==> config.mk <==
export PLATFORM = sky130hd
export DESIGN_NAME = pipe_adder_n
export DESIGN_NICKNAME = d
export VERILOG_FILES = /design/src/rtl/adder_pkg.sv /design/src/rtl/adder_seg.sv /design/src/rtl/pipe_adder_n.sv
export SDC_FILE = /design/constraint.sdc
export NUM_CORES = 1
export LEC_CHECK = 0
export ABC_AREA = 0
export CAP_MARGIN = 20
export CORE_MARGIN = 2
export CORE_UTILIZATION = 49
export DETAILED_ROUTE_END_ITERATION = 10
export HOLD_SLACK_MARGIN = 0.15
export PLACE_DENSITY = 0.75
export SYNTH_ARGS = -nofsm -noshare
export SYNTH_HDL_FRONTEND = slang
export SYNTH_SLANG_ARGS = --single-unit
export TNS_END_PERCENT = 1
==> constraint.sdc <==
create_clock -name clk1 -period 3.15 [get_ports clk1]
set_input_delay 0.63 -clock clk1 [delete_from_list [all_inputs] [get_ports clk1]]
set_output_delay 0.63 -clock clk1 [all_outputs]
set_load 0.01 [all_outputs]
==> src/rtl/adder_pkg.sv <==
// Shared constants and mode encoding for the
// pipelined adder-subtractor datapath.
package adder_pkg;

  localparam int WIDTH_DEF  = 16;
  localparam int STAGES_DEF = 4;

  typedef enum logic {
    MODE_ADD = 1'b0,
    MODE_SUB = 1'b1
  } mode_e;

endpackage

==> src/rtl/adder_seg.sv <==
// Combinational ripple segment: one slice of
// the pipelined adder, plus carry into its MSB.
module adder_seg #(
  parameter int SEG_W = 4
) (
  input  logic [SEG_W-1:0] a,
  input  logic [SEG_W-1:0] b,
  input  logic             ci,
  output logic [SEG_W-1:0] s,
  output logic             co,
  output logic             c_msb_in
);

  always_comb begin
    {co, s} = {1'b0, a} + {1'b0, b}
            + {{SEG_W{1'b0}}, ci};
  end

  // sum bit = a ^ b ^ carry-in, so the carry is recovered
  assign c_msb_in = a[SEG_W-1] ^ b[SEG_W-1]
                  ^ s[SEG_W-1];

endmodule

==> src/rtl/pipe_adder_n.sv <==
// Pipelined N-bit adder-subtractor, one segment
// per stage, carry rippling between stage regs.
module pipe_adder_n
  import adder_pkg::*;
#(
  parameter int WIDTH  = WIDTH_DEF,
  parameter int STAGES = STAGES_DEF
) (
  input  logic             clk1,
  input  logic             rst,
  input  logic             in_valid,
  output logic             in_ready,
  input  logic [WIDTH-1:0] a,
  input  logic [WIDTH-1:0] b,
  input  logic             cin,
  input  logic             sub,
  output logic             out_valid,
  input  logic             out_ready,
  output logic [WIDTH-1:0] sum,
  output logic             cout,
  output logic             ovf
);

  localparam int SEG_W = WIDTH / STAGES;

  mode_e mode;
  logic  en;

  logic [WIDTH-1:0] ra [STAGES];
  logic [WIDTH-1:0] rb [STAGES];
  logic [WIDTH-1:0] rs [STAGES];
  logic             rc [STAGES];
  logic             rv [STAGES];
  logic             rm;

  logic [WIDTH-1:0] xa [STAGES];
  logic [WIDTH-1:0] xb [STAGES];
  logic [WIDTH-1:0] xs [STAGES];
  logic [WIDTH-1:0] ns [STAGES];
  logic             xci [STAGES];
  logic             xv [STAGES];

  logic [SEG_W-1:0] seg_s  [STAGES];
  logic             seg_co [STAGES];
  logic             seg_cm [STAGES];

  assign mode     = mode_e'(sub);
  assign en       = out_ready | ~out_valid;
  assign in_ready = en;

  always_comb begin
    xa[0]  = a;
    xb[0]  = (mode == MODE_SUB) ? ~b : b;
    xci[0] = (mode == MODE_SUB) ? 1'b1 : cin;
    xs[0]  = '0;
    xv[0]  = in_valid;
    for (int k = 1; k < STAGES; k++) begin
      xa[k]  = ra[k-1];
      xb[k]  = rb[k-1];
      xci[k] = rc[k-1];
      xs[k]  = rs[k-1];
      xv[k]  = rv[k-1];
    end
    for (int k = 0; k < STAGES; k++) begin
      ns[k] = xs[k];
      ns[k][k*SEG_W +: SEG_W] = seg_s[k];
    end
  end

  for (genvar k = 0; k < STAGES; k++) begin : g_seg
    adder_seg #(
      .SEG_W(SEG_W)
    ) u_seg (
      .a        (xa[k][k*SEG_W +: SEG_W]),
      .b        (xb[k][k*SEG_W +: SEG_W]),
      .ci       (xci[k]),
      .s        (seg_s[k]),
      .co       (seg_co[k]),
      .c_msb_in (seg_cm[k])
    );
  end

  // data regs load only with a valid beat so
  // bubbles leave the last result on the outputs
  always_ff @(posedge clk1 or posedge rst) begin
    if (rst) begin
      for (int k = 0; k < STAGES; k++) begin
        rv[k] <= 1'b0;
        ra[k] <= '0;
        rb[k] <= '0;
        rs[k] <= '0;
        rc[k] <= 1'b0;
      end
      rm <= 1'b0;
    end else if (en) begin
      for (int k = 0; k < STAGES; k++) begin
        rv[k] <= xv[k];
        if (xv[k]) begin
          ra[k] <= xa[k];
          rb[k] <= xb[k];
          rs[k] <= ns[k];
          rc[k] <= seg_co[k];
        end
      end
      if (xv[STAGES-1]) begin
        rm <= seg_cm[STAGES-1];
      end
    end
  end

  assign out_valid = rv[STAGES-1];
  assign sum       = rs[STAGES-1];
  assign cout      = rc[STAGES-1];
  assign ovf       = rm ^ rc[STAGES-1];

endmodule
; ---- Word level (Yosys, flattened, before mapping)
; Cells that the tools add are included.
[totals]
register_bits = 145
elab_cells = 39
in_bits = 38
output_inout_bits = 20
[classes]
reduce_logical = 4
add_sub_neg = 8
bitwise = 6
n_mux = 2
[op_table]
columns = op, n
row1 = $add A4 B4 Y5, 4
row2 = $add A5 B1 Y5, 4
row3 = $mux W16, 1
row4 = $not A16 Y16, 1
row5 = $reduce_and A2 Y1, 4
row6 = $xor A1 B1 Y1, 3
row7 = $mux W1, 1
row8 = $not A1 Y1, 1
row9 = $or A1 B1 Y1, 1

; ---- Longest topological paths before layout
; Gate-level depths: netlist of run 1.
[logic_depth]
ltp_word = 4
mapped_depth = 8
ltp_nobuf = 6

; ---- Cells and area by module
; Synthesis of run 1 repeated with hierarchy kept, for this count alone.
[unflattened]
hier_cells = 313
hier_area_um2 = 4544.4
[by_module_without_submodules]
columns = module, cells_per_inst, instances, area_each_um2, seq_area_each_um2
row1 = pipe_adder_n, 245, 1, 3978.8, 2427.3
row2 = adder_seg, 17, 4, 141.4, 0.0

; ---- Least setup slack after synthesis of run 1
; OpenSTA, ideal clock, no wires.
[synth_path]
path_type = input-to-reg
startpoint = in sub
endpoint = reg rc[3] (netlist name)
stages = 8
slack_ps = 584
t_required_ps = 3021
n_path_buf = 2
setup_ps = 129
arrival_ps = 2437
path_cell_list = buf_2 buf_2 or2_2 fa_1 fa_1 a21o_1 a21oi_1 o21ai_0
[synth_via]
elab_chain_len = 3
word_cells_on_any_way = 4
classes_between = 2 x add/sub / 2 x mux
[synth_lines]
columns = item, line_no
row1 = start: declaration, pipe_adder_n.sv:16  ; input logic sub,
row2 = $mux W16, pipe_adder_n.sv:53  ; xb[0] = (mode == MODE_SUB) ? ~b : b;
row3 = $add A4 B4 Y5, adder_seg.sv:15  ; {co, s} = {1'b0, a} + {1'b0, b}
row4 = $add A5 B1 Y5 *, adder_seg.sv:16  ; + {{SEG_W{1'b0}}, ci};
row5 = end signal: indexed assignment, pipe_adder_n.sv:102  ; rc[k] <= seg_co[k];
row6 = end: declaration, pipe_adder_n.sv:32  ; logic rc [STAGES];
; Mark *: on every way between the ends. The rest lies on a longest branch, timed or not.
; A chain may end at the register's enable or synchronous reset.

; ---- Worst setup path in the final report of run 1
[layout_path]
startpoint = in out_ready
endpoint = out in_ready
[layout_via]
elab_chain_len = 1
[layout_lines]
columns = item, line_no
row1 = start: declaration, pipe_adder_n.sv:18  ; input logic out_ready,
row2 = $or A1 B1 Y1, pipe_adder_n.sv:48  ; assign en = out_ready | ~out_valid;
row3 = end: declaration, pipe_adder_n.sv:12  ; output logic in_ready,
; Every way passes these cells.

==> qor.yml, run 1 <==
status: "complete, no violations"
grt_overflow: 0
clk_latency_ns: 0.36
routed-via-count: 2565
rsz0062_at_grt: "false"
fin_util_pct: 59.50
hold_buffers: 0
path_class: "primary input to primary output"
hold_class: "flip-flop to flip-flop"
cts_resized: 0
fin_ws_ns: 0.6174
avgSynthCellArea_um2: 13.78
layout_min_cycle_time_ns: 2.533
rows: 34
fillCellCount: 730
drv_cap: 0
synth_area_um2: 4353
slew_violations: 0
grt_pass1_vias: 2633
critPathRequiredTime_ns: 2.52
diodes: 0
crit_path_start_kind: "primary input"
routedWlPerCell_um: 14.75
yosysSeqAreaShare_pct: 55.76
clk_pin_slew_ns: 0.09
relSlewSlack_pct: 66.53
clock.fmax_mhz: 394.9
arrival_ns: 1.90
hold_violations: 0
grt_max_degree: 98
io_buffers: 57
syn-num-nets: 374
path_max_fanout: 11
power.density_nw_per_um2: 911.5
via_per_inst: 5.267
worstMarginPinSlew_ns: 0.5020
track_usage_pct: 16.25
ant_nets: 0
drive_gt1_share_pct: 24.54
cts_made_buffers: 9
p_leak_nw: 2.198
die_area_um2: 9653
drt-initial-drc-count: 72
io_pins: 58
synth_warnings: 0
antenna_found_initial: 0
fin_tns_setup_ns: 0
clock-sinks: 97
synth_cells: 316
dpl_worst_slack_ns: 0.3828
area_delta_synth_final_pct: 18.63
setup_viol: 0
total_power_mw: 4.707
post_cts.repair.setup_buffers: 0
die_h_um: 98.25
skew_ns: 0.008409
finalWirelength_um: 7183
core_um2: 8678
start_util_pct: 50.16
dp_hpwl_um: 5193
drc_errors: 0
first_pass_iters: 4
cp-end-kind: "primary output"
place_congestion: 0.7662
cts_tree: "built"
ys_ff_latch: 97
clockBufferDepth: 2
grt_pass1_wl_um: 12270
ys_types: 32
htree_levels: 3
nets: 433
clockRootBuffer: "clkbuf_8"
peakVddDrop_uv: 323.0
die_width_um: 98.25
post-route-period-util_pct: 80.40
-- through the flow --
| stage | area [um2] | hold WS [ns] | std cells |
|---|---|---|---|
| final | 5164 | 0.5027 | 487 |
| after global routing | 5164 | 0.5174 | 487 |
| after CTS | 5164 | 0.5050 | 487 |
| after detailed placement | 4992 | 0.4841 | 472 |
| after global placement | 4992 | 0.4837 | 472 |
| after floorplan | 4357 | 0.4662 | 316 |
-- final cells by class --
class / instances / area (um2) / area share [%]
Sequential cell: 97 / 2427 / 47.01
Tap cell: 108 / 135.1 / 2.617
Timing Repair Buffer: 62 / 620.6 / 12.02
Inverter: 9 / 40.04 / 0.7754
Multi-Input combinational cell: 196 / 1769 / 34.26
Clock buffer: 11 / 141.4 / 2.738
Clock inverter: 4 / 30.03 / 0.5815
-- state kept, by name (all words and copies together) (netlist names) --
signal and cells:
rc 3, rm 1, cout 1, out_valid 1, ra 24, rb 24
rv 3, sum 16, ns 24
-- power breakdown --
part / total (mW) / switching [mW] / internal (mW)
sequential: 2.12 / 0.317 / 1.81
clock: 0.712 / 0.408 / 0.304
combinational: 1.87 / 0.788 / 1.08
total: 4.71 / 1.51 / 3.19
-- final timing paths --
kind                            from       end  slack [ns]  cells after the start
max reg2reg                    rc[2]     rc[1]        1.30                      5
min reg2reg                   rb[57]    rb[41]        0.50                      1
max in group asynchronous        rst    ra[54]        2.01                      3
max                        out_ready  in_ready        0.62                      4
min in group asynchronous        rst   sum[14]        0.74                      3
min                           rb[57]    rb[41]        0.50                      1
-- critical path: stages --
cell and delay [ns]:
clkdlybuf4s50_1 0.50, nor2b_4 0.06, inv_4 0.15, clkdlybuf4s50_1 0.56
-- cells by family (layout without fill, tap and decap cells) --
kind of cell	Yosys count	in the layout	share of synthesized area [%]
xor gates and xnor gates	21	21	4.225
AOI/OAI and AO/OA	69	69	8.652
adders and majority gates	20	20	7.128
muxes	67	67	17.33
buffers and inverters	23	86	3.593
and+or+nand+nor	19	19	3.306
DFF	97	97	55.76
-- placed cells by master, fill, tap and decap left out --
cell type,n
a2111oi_0,1
nor2b_4,1
nand2_4,2
nor2b_1,1
and3b_1,3
inv_4,1
buf_12,1
nand2_8,1
fa_1,8
nor3_1,1
xor2_1,6
nand2_1,2
nand3_1,4
a221o_1,1
inv_1,7
o31ai_1,3
clkinvlp_4,5
nor2_1,1
xnor2_1,15
and2_1,1
a21boi_0,3
and3_1,1
dfrtp_1,97
mux2_2,67
a21o_1,3
a21oi_1,9
ha_1,12
clkdlybuf4s50_1,57
buf_4,4
or2_2,1
o21ai_0,49
clkbuf_8,10
clkbuf_1,1
-- per-layer routing --
| layer | vias to the layer above | part of all wire, % | GRT usage, % | wire [um] |
|---|---|---|---|---|
| met3 | 7 | 4.3 | 3.722 | 311 |
| li1 | 1225 | - | - | - |
| met4 | 0 | 1.3 | 6.639 | 95 |
| met1 | 1273 | 43 | 19.53 | 3066 |
| met2 | 60 | 52 | 28.35 | 3709 |
| met5 | - | 0 | 0 | 0 |
-- cell usage after synthesis, drive strengths merged --
cell	count	area, um2
nand2	5	50.05
nor2	1	3.750
a21o	3	22.52
o21ai	49	245.2
nor3	1	5.000
a221o	1	10.01
o31ai	3	22.52
inv	9	36.29
clkbuf	4	15.01
and3	1	6.260
nor2b	2	20.02
nand3	4	20.02
dfrtp	97	2427
buf	10	105.1
a2111oi	1	8.760
and2	1	6.260
xor2	6	52.55
ha	12	150.1
xnor2	15	131.4
and3b	3	26.28
mux2	67	754.5
a21oi	9	45.04
a21boi	3	22.52
or2	1	6.260
fa	8	160.2
(Power assumes the default switching activity.)
==> run 2: changes to the inputs <==
Clock period 3.15 ns to 2.19 ns, I/O delays scaled along.
==> qor.yml, run 2 (synthesis results as in run 1) <==
critPathTopFamily: "buffers and inverters"
skew_ns: 0.01250  # +0.004090 ns
post-route-period-util_pct: 95.72
drt-initial-drc-count: 47  # -35%
fin_util_pct: 60.55  # +1.1 points
final_common_cell: "dfrtp_1"
grt_overflow: 0  # unchanged
io_pins: 58  # unchanged
dr_wl_met3_um: 227  # -27%
crit_chain: "clkdlybuf4s50_1, nor2b_4, inv_4, clkdlybuf4s50_1"
max_stage_delay_ns: 0.55  # about the same
wl_met1_um: 3216  # +4.9%
peakVddDrop_uv: 438.6  # +36%
slew_violations: 0  # unchanged
first_pass_iters: 4  # unchanged
via_per_inst: 5.291  # +0.45%
die_width_um: 98.25  # unchanged
die_h_um: 98.25  # unchanged
layout_common_cells: "97 x dfrtp_1, 67 x mux2_2, 56 x clkdlybuf4s50_1"
routedWlPerCell_um: 15.08  # +2.2%
dp_hpwl_um: 5220  # +0.51%
die_area_um2: 9653  # unchanged
clk_pin_slew_ns: 0.09  # about the same
cts_made_buffers: 9  # unchanged
critPathBufInv: 3  # unchanged
grt_max_degree: 98  # unchanged
ant_nets: 0  # unchanged
io_buffers: 57  # unchanged
arrival_ns: 1.66  # -0.24 ns
area_delta_synth_final_pct: 20.72
worstMarginPinSlew_ns: 0.5112  # +0.009177 ns
rows: 34  # unchanged
seq_area_um2: 2427  # unchanged
p_leak_nw: 2.267  # +3.1%
antenna_found_initial: 0  # unchanged
path_class: "primary input to primary output"
status: "complete, no violations"
track_usage_pct: 16.57  # +0.32 points
fillCellCount: 705  # -3.4%
drc_errors: 0  # unchanged
core_um2: 8678  # unchanged
critPathRequiredTime_ns: 1.75  # -0.77 ns
total_power_mw: 7.102  # +51%
grt_pass1_vias: 2763  # +4.9%
finalWirelength_um: 7418  # +3.3%
clock.fmax_mhz: 477.0
clockRootBuffer: "clkbuf_8"
htree_levels: 3  # unchanged
dr_wl_met2_um: 3891  # +4.9%
cp-end-kind: "primary output"
worst_path_most_repeated_cell: "clkdlybuf4s50_1"
clk_latency_ns: 0.36  # about the same
multi_input_area_um2: 1772  # +0.14%
rsz0062_at_grt: "false"
clockBufferDepth: 2  # unchanged
path_max_fanout: 7  # -4
drv_cap: 0  # unchanged
power.density_nw_per_um2: 1351  # +48%
drive_gt1_share_pct: 25.78  # +1.2 points
relSlewSlack_pct: 65.92  # -0.61 points
grt_pass1_wl_um: 12770  # +4.1%
cp_slowest_cell: "clkdlybuf4s50_1"
hold_buffers: 0  # unchanged
crit_path_start_kind: "primary input"
hold_violations: 0  # unchanged
setup_viol: 0  # unchanged
post_cts.repair.setup_buffers: 0  # unchanged
start_util_pct: 50.16  # unchanged
top_layer_used: "met4"
nets: 437  # +0.92%
place_congestion: 0.7416  # -3.2%
cts_tree: "built"
layout_min_cycle_time_ns: 2.096
clock-sinks: 97  # unchanged
routed-via-count: 2603  # +1.5%
hold_class: "flip-flop to flip-flop"
diodes: 0  # unchanged
-- run 2: area by class of cell --
type,instances,share of cell area (%)
clock inverter,5,1.643
inverter,9,0.7619
multi-input combinational,196,33.71
sequential,97,46.19
timing repair buffer,66,12.43
tap,108,2.571
clock buffer,11,2.690
-- run 2: timing repair --
| action | CTS | global route |
|---|---|---|
| gates resized for setup | 1 | 1 |
| setup endpoints to repair | 2 | 3 |
| gates cloned | 0 | 0 |
-- run 2: routing by layer --
| layer | vias to the layer above | GRT usage, % |
|---|---|---|
| met3 | 6 | 3.221 |
| met2 | 53 | 28.93 |
| met5 | - | 0 |
| met1 | 1301 | 21.05 |
| met4 | 0 | 5.058 |
| li1 | 1243 | - |
-- run 2: path summary, 6_finish.rpt --
path | cells after the start | end | start | slack (ns)
setup / recovery | 4 | in_ready | out_ready | 0.09
hold / removal | 1 | ns[19] | ns[35] | 0.50
setup reg to reg | 5 | rc[1] | rc[2] | 0.33
hold reg to reg | 1 | ns[19] | ns[35] | 0.50
max in group asynchronous | 3 | rc[3] | rst | 1.23
min in group asynchronous | 3 | sum[14] | rst | 0.55
-- run 2: per-stage QoR --
stage | cell area (um2) | setup TNS [ns] | hold slack [ns] | setup slack [ns] | instances
final | 5255 | 0 | 0.5003 | 0.09365 | 492
after global routing | 5255 | 0 | 0.5236 | 0.05495 | 492
after CTS | 5253 | 0 | 0.5055 | 0.01678 | 492
after detailed placement | 5022 | -1.301 | 0.4897 | -0.4187 | 476
after global placement | 5022 | -1.053 | 0.4838 | -0.3539 | 476
after floorplan | 4357 | -0.3502 | 0.4662 | -0.1838 | 316
-- run 2: power by group --
| group | switching, mW | internal [mW] |
|---|---|---|
| registers | 0.460 | 2.60 |
| clock network | 0.620 | 0.686 |
| logic | 1.16 | 1.58 |
| total | 2.24 | 4.86 |
